==> src/rtl/msk_and_scheduler.sv <==
// Round-robin issue of NREQ masked-AND requests onto one LAT-cycle gadget; response LAT cycles after issue.
// Issue needs a pending request plus fresh randomness; no response backpressure, tag pipeline never stalls.
module msk_and_scheduler #(
  parameter int d     = 2,
  parameter int count = 1,
  parameter int NREQ  = 4,
  parameter int LAT   = 2
) (
  input  logic                       clk,
  input  logic                       rst_n,
  input  logic [NREQ-1:0]            req_valid,
  output logic [NREQ-1:0]            req_ready,
  input  logic [NREQ*count*d-1:0]    req_a,
  input  logic [NREQ*count*d-1:0]    req_b,
  input  logic                       rnd_valid,
  output logic                       rnd_ready,
  output logic [count*d-1:0]         gad_ina,
  output logic [count*d-1:0]         gad_inb,
  input  logic [count*d-1:0]         gad_out,
  output logic [NREQ-1:0]            resp_valid,
  output logic [count*d-1:0]         resp_data,
  output logic                       busy
);

  localparam int W  = count * d;
  localparam int IW = (NREQ > 1) ? $clog2(NREQ) : 1;

  logic [IW-1:0]   ptr;
  logic [IW-1:0]   win_idx;
  logic [IW-1:0]   cand;
  logic            win_found;
  logic            issue;
  logic [NREQ-1:0] grant;

  logic [LAT-1:0]  stg_vld;
  logic [IW-1:0]   stg_idx [LAT];

  // Search order ptr+1, ptr+2, ... modulo NREQ; first requester holding valid wins.
  always_comb begin
    int sum;
    sum       = 0;
    cand      = '0;
    win_idx   = ptr;
    win_found = 1'b0;
    for (int k = 1; k <= NREQ; k++) begin
      sum = int'(ptr) + k;
      if (sum >= NREQ) sum = sum - NREQ;
      cand = IW'(sum);
      if (!win_found && req_valid[cand]) begin
        win_found = 1'b1;
        win_idx   = cand;
      end
    end
  end

  assign issue     = win_found & rnd_valid;
  assign rnd_ready = issue;

  always_comb begin
    grant = '0;
    for (int i = 0; i < NREQ; i++) begin
      grant[i] = issue && (win_idx == IW'(i));
    end
  end

  assign req_ready = grant;

  // AND-OR select: shares of different requesters only ever meet through OR with all but one gated to zero.
  always_comb begin
    gad_ina = '0;
    gad_inb = '0;
    for (int i = 0; i < NREQ; i++) begin
      gad_ina = gad_ina | (req_a[i*W +: W] & {W{grant[i]}});
      gad_inb = gad_inb | (req_b[i*W +: W] & {W{grant[i]}});
    end
  end

  always_ff @(posedge clk) begin
    if (!rst_n) begin
      ptr <= IW'(NREQ - 1);
    end else if (issue) begin
      ptr <= win_idx;
    end
  end

  always_ff @(posedge clk) begin
    if (!rst_n) begin
      stg_vld <= '0;
      for (int k = 0; k < LAT; k++) begin
        stg_idx[k] <= '0;
      end
    end else begin
      stg_vld[0] <= issue;
      stg_idx[0] <= win_idx;
      for (int k = 1; k < LAT; k++) begin
        stg_vld[k] <= stg_vld[k-1];
        stg_idx[k] <= stg_idx[k-1];
      end
    end
  end

  always_comb begin
    resp_valid = '0;
    for (int i = 0; i < NREQ; i++) begin
      resp_valid[i] = stg_vld[LAT-1] && (stg_idx[LAT-1] == IW'(i));
    end
  end

  assign resp_data = gad_out;
  assign busy      = |stg_vld;

endmodule

==> config.mk <==
export PLATFORM = sky130hd
export DESIGN_NAME = msk_and_scheduler
export DESIGN_NICKNAME = d
export VERILOG_FILES = /design/src/rtl/msk_and_scheduler.sv
export SDC_FILE = /design/constraint.sdc
export NUM_CORES = 1
export LEC_CHECK = 0
export CAP_MARGIN = 30
export CORE_MARGIN = 8
export CORE_UTILIZATION = 32
export CTS_CLUSTER_DIAMETER = 200
export CTS_CLUSTER_SIZE = 40
export DETAILED_ROUTE_END_ITERATION = 10
export PLACE_DENSITY = 0.77
export SKIP_CTS_REPAIR_TIMING = 1
export SLEW_MARGIN = 20
export SYNTH_ARGS = -nofsm -noshare
export SYNTH_HDL_FRONTEND = slang
export SYNTH_SLANG_ARGS = --single-unit
==> constraint.sdc <==
create_clock -name clk -period 1.91 [get_ports clk]
set_clock_uncertainty 0.1 [all_clocks]
set_input_delay 0.191 -clock clk [delete_from_list [all_inputs] [get_ports clk]]
set_output_delay 0.191 -clock clk [all_outputs]
set_load 0.01 [all_outputs]
---- Yosys cells after proc, flatten, opt, wreduce, memory -nomap -nowiden ----
Memory sizes are Yosys's and may differ from the RTL's.
Cells that the tools add are included.
cells by class
  add/sub/neg operators ................... 8
  order comparisons ....................... 8
  eq/ne operators ......................... 6
  mux-type cells .......................... 24
  bitwise operators ....................... 17
  reduce and logical (&&, ||, !) cells .... 17
operators with widths
  operator               number
  $mux W2                10
  $and A2 B2 Y2          8
  $lt A2 B3 Y1 const B   4
  $or A2 B2 Y2           6
  $logic_and A1 B1 Y1    11
  $mux W1                10
  $ge A3 B3 Y1 const B   3
  $bmux W1 S2            4
  $eq A2 B2 Y1 const B   4
  $sub A2 B1 Y2 const B  4
  $add A2 B2 Y3 const B  2
  $add A2 B3 Y4 const B  1
  $eq A2 B1 Y1 const B   2
  $ge A4 B3 Y1 const B   1
  $logic_not A2 Y1       2
  $add A2 B1 Y3 const B  1
  $logic_not A1 Y1       3
  $or A1 B1 Y1           2
  $reduce_or A2 Y1       1
  $and A1 B1 Y1          1
word-level totals
  register bits ........................... 4
  memory bits (writable) .................. 4
  input port bits ......................... 25
  output and inout bits ................... 16
  logic and storage cells ................. 83
  memories kept ........................... 1
memories
  memory   depth  width  read ports  clocked after Yosys merged registers in  wr ports  line  text
  stg_idx  2      2      2           0                                        2         36    logic [IW-1:0] stg_idx [LAT];

---- Depth between registers and ports, before layout ----
  word-level depth ........................ 21
  depth in mapped cells ................... 6
  mapped depth without buffers ............ 5

---- Least setup slack after synthesis ----
Ideal clock, no wire load.
  path type ............................... register to output
  from .................................... register ptr[0]
  to ...................................... output port gad_inb[0]
  arrival time ............................ 1.397 ns
  data required time ...................... 1.619 ns
  path slack .............................. 0.222 ns
  stages on the path, launching flop included .. 7
  path buffers ............................ 1
  path through ............................ dfxtp_1 -> or2b_2 -> o21ai_2 -> a221oi_4 -> buf_6 -> mux2i_1 -> o22ai_2
between the ends
  longest elaborated chain between the ends .. 21
  elaborated cells between the ends (all ways) .. 54
  classes of those cells .................. add/sub (8); order compare (4); eq/ne (3); mux (20); bitwise (8); reduce/logical (11)
ends and longest elaborated chain
  element                                               line  text
  from (decl)                                           28    logic [IW-1:0] ptr;
  from (signal assigned)                                80    ptr <= IW'(NREQ - 1);
  from (signal assigned)                                82    ptr <= win_idx;
  $add A2 B1 Y3                                         46    sum = int'(ptr) + k;
  $ge A3 B3 Y1 / $sub A2 B1 Y2 (equally long branches)  47    if (sum >= NREQ) sum = sum - NREQ;
  $mux W2                                               47
  $bmux W1 S2                                           49    if (!win_found && req_valid[cand]) begin
  $mux W1 (not written as such)                         49
  $mux W1                                               49
  $logic_not A1 Y1                                      49
  $logic_and A1 B1 Y1                                   49
  [4 not listed]                                        n/a
  $logic_not A1 Y1                                      49
  $logic_and A1 B1 Y1                                   49
  $mux W2 / $mux W1 (equally long branches)             49
  $eq A2 B1 Y1 (tied with other cells)                  62    grant[i] = issue && (win_idx == IW'(i));
  $logic_and A1 B1 Y1                                   62
  $and A2 B2 Y2                                         74    gad_inb = gad_inb | (req_b[i*W +: W] & {W{grant[i]}});
  $or A2 B2 Y2 (2 in series)                            74
  $or A2 B2 Y2 *                                        74
  to (decl)                                             18    output logic [count*d-1:0] gad_inb,
Every way passes the cells marked *; elsewhere a longest branch is shown, timed or not. The select of a mux whose other input is x is not followed.

---- Final worst setup path ----
Ends and elaborated chain as after synthesis.

==> run_results.csv <==
group,metric,value,unit
synth,netlist_area,533,um2
outcome,violations,"negative setup slack",
clock_network,cts_tree,"built",
detailed_routing,vias_per_cell,4.92,
setup_path,worst_path_max_delay_cell,"a221oi_4",
clock_network,worstSkewPairLatency,0.24,ns
setup_path,arrival,1.78,ns
cells_and_area,regArea,161,um2
detailed_routing,wirelength_met1,682,um
sta,min_period,2.07,ns
sta,slew_headroom,0.756,
synth,synth_nets,84,
clock_network,cts-root-buf,"clkbuf_4",
detailed_routing,highest_layer,"met3",
sta,finalHoldViolCount,0,
cells_and_area,n_antenna_cell,0,
synth,yosys.area.top_type_share,0.300,
detailed_routing,met3_length,257,um
cells_and_area,final_util,0.666,
cells_and_area,n_fill_cell,148,
sta,maxClockFrequency,484,MHz
global_routing,grt_remaining_overflow,0,
synth,yosys.area.top_type,"dfxtp_1",
synth,synth_warnings,0,
setup_path,critical_path.max_fanout,6,
detailed_routing,dr.pass1.iters,2,
clock_network,cts_sinks,8,
placement,place_congestion,0.731,
synth,ys_top_cells_by_area,"dfxtp_1 30%, mux2i_1 15%, a221oi_4 4.9%",
synth,postSynthCellCount,59,
detailed_routing,routed-wl-met2,791,um
power_and_ir_drop,p_leak,0.506,nW
synth,ys_seq_area_frac,0.300,
setup_path,required,1.62,ns
setup_path,crit_path_end_kind,"primary output",
detailed_routing,num_vias,600,
cells_and_area,multi_input_area,362,um2
floorplan,dieArea,3230,um2
sta,worst_pin_slew,0.367,ns
setup_path,critPathLaunchType,"flip-flop",
clock_network,numCtsBuffers,3,
cells_and_area,syn_to_final_growth,92.5,%
synth,synth-edff-count,0,
placement,io_buffers,36,
floorplan,rows,14,
placement,dp_cells,117,
cells_and_area,drive_above_1_share,0.349,
global_routing,grt_usage,0.0993,
global_routing,grt_first_pass_wirelength,2680,um
detailed_routing,wirelength,1730,um
detailed_routing,drc,0,
floorplan,die_h,56.8,um
synth,ys_seq_elements,8,
floorplan,die_w,56.8,um
floorplan,start_util,0.346,
worst_hold_path,hp-class,"in2out",
global_routing,first_global_vias,677,
detailed_routing,ant_nets,0,
floorplan,core,1540,um2
synth,synth_top_cells_by_count,"8 x dfxtp_1, 8 x mux2i_1, 6 x nor2_1, 4 x and2_1",
clock_network,cts.clk_slew.worst_paths,0.05,ns
sta,setup_ws,-0.157,ns
synth,async_flop_share,0,
clock_network,htree_levels,1,
detailed_routing,wl_per_cell,14.2,um
floorplan,num_io_pins,41,
setup_path,criticalPathCategory,"reg2out",
global_routing,grt_antenna_before_repair,0,
sta,setup_viol,7,
placement,dp_hpwl,1380,um
clock_network,cts_buffer_depth,2,
sta,rsz0062_at_grt,"true",
outcome,status,"finished with violations",
sta,period_share,1.08,
job,maxCapViolCount,0,
setup_path,path_cells,"or2b_4, o21ai_2, a221oi_4, buf_12, mux2i_2, o22ai_2, buf_2",
cells_and_area,fin_cells,122,
synth,ys_types,29,
cells_and_area,nNetsFinal,133,
power_and_ir_drop,peakVddDrop,218,uV
detailed_routing,dr.first_iter.drc_count,1,
sta,final_max_slew_viol_count,0,
synth,ys.flop_type,"dfxtp_1",
global_routing,grt_start_max_net_pins,12,
synth,syn_area_per_cell,9.03,um2
setup_path,max_stage_delay,0.39,ns
power_and_ir_drop,powerDensity,562,nW/um2
[final cells by class]
class,instances,area share
clock buffers,3,0.0220
inverters,3,0.0110
multi-input cells,45,0.352
flip-flops and latches,8,0.157
well taps,16,0.0195
repair buffers,47,0.438
[worst max-delay path: cells and delay by family, from the launching register on]
kind                   cells  cell delay (ns)
multiplexers               1             0.22
buffers and inverters      2             0.32
AO/OA/AOI/OAI              3             0.54
flip-flops                 1             0.33
AND/OR/NAND/NOR            1             0.12
[stage by stage]
step	power (mW)	setup slack, ns	TNS, ns	cell area (um2)	hold WS, ns
2_1_floorplan	0.307	0.222	0	533	0.163
3_3_place_gp	0.439	-0.552	-4.24	967	0.282
3_5_place_dp	0.442	-0.552	-4.37	967	0.282
4_1_cts	0.564	-0.561	-4.46	990	0.282
5_1_grt	0.613	-0.257	-1.47	1030	0.282
6_report	0.576	-0.157	-0.801	1030	0.282
[registers in the layout, indices dropped and copies added, names as in the netlist]
name     count
stg_idx      4
stg_vld      2
ptr          2
[layout by cell type (no fill, tap or decap), types with 4 or more instances in the layout]
| cell | instances |
|---|---|
| buf_4 | 8 |
| dlymetal6s2s_1 | 5 |
| buf_2 | 6 |
| mux2i_1 | 5 |
| clkdlybuf4s50_1 | 23 |
| and2_1 | 4 |
| dfxtp_1 | 7 |
| nor2_1 | 6 |
[report_power, final]
part | internal (mW) | switching (mW) | total [mW]
logic | 0.162 | 0.104 | 0.266
registers | 0.180 | 0.00980 | 0.190
clock network | 0.0713 | 0.0488 | 0.120
total | 0.414 | 0.163 | 0.576
[final timing paths]
kind / startpoint / endpoint / slack (ns) / cells past startpoint
hold reg to reg: stg_idx[0][1] / stg_idx[0][3] / 0.33 / 1
setup reg to reg: ptr[0] / stg_idx[0][0] / 0.42 / 5
hold / removal: gad_out[1] / resp_data[1] / 0.28 / 0
setup / recovery: ptr[0] / gad_inb[0] / -0.16 / 7
[layer usage]
| layer | vias to the layer above | GRT usage |
|---|---|---|
| met5 | - | 0 |
| met3 | 0 | 0.0876 |
| met1 | 265 | 0.0952 |
| met4 | 0 | 0.0369 |
| met2 | 32 | 0.150 |
| li1 | 303 | - |
[cell families after synthesis]
family / after synthesis / synth area share
DFF: 8 / 0.300
and+or+nand+nor: 25 / 0.270
muxes: 8 / 0.150
buffers and inverters: 6 / 0.0704
AOI/OAI and AO/OA: 12 / 0.209
(Power assumes the default switching activity.)
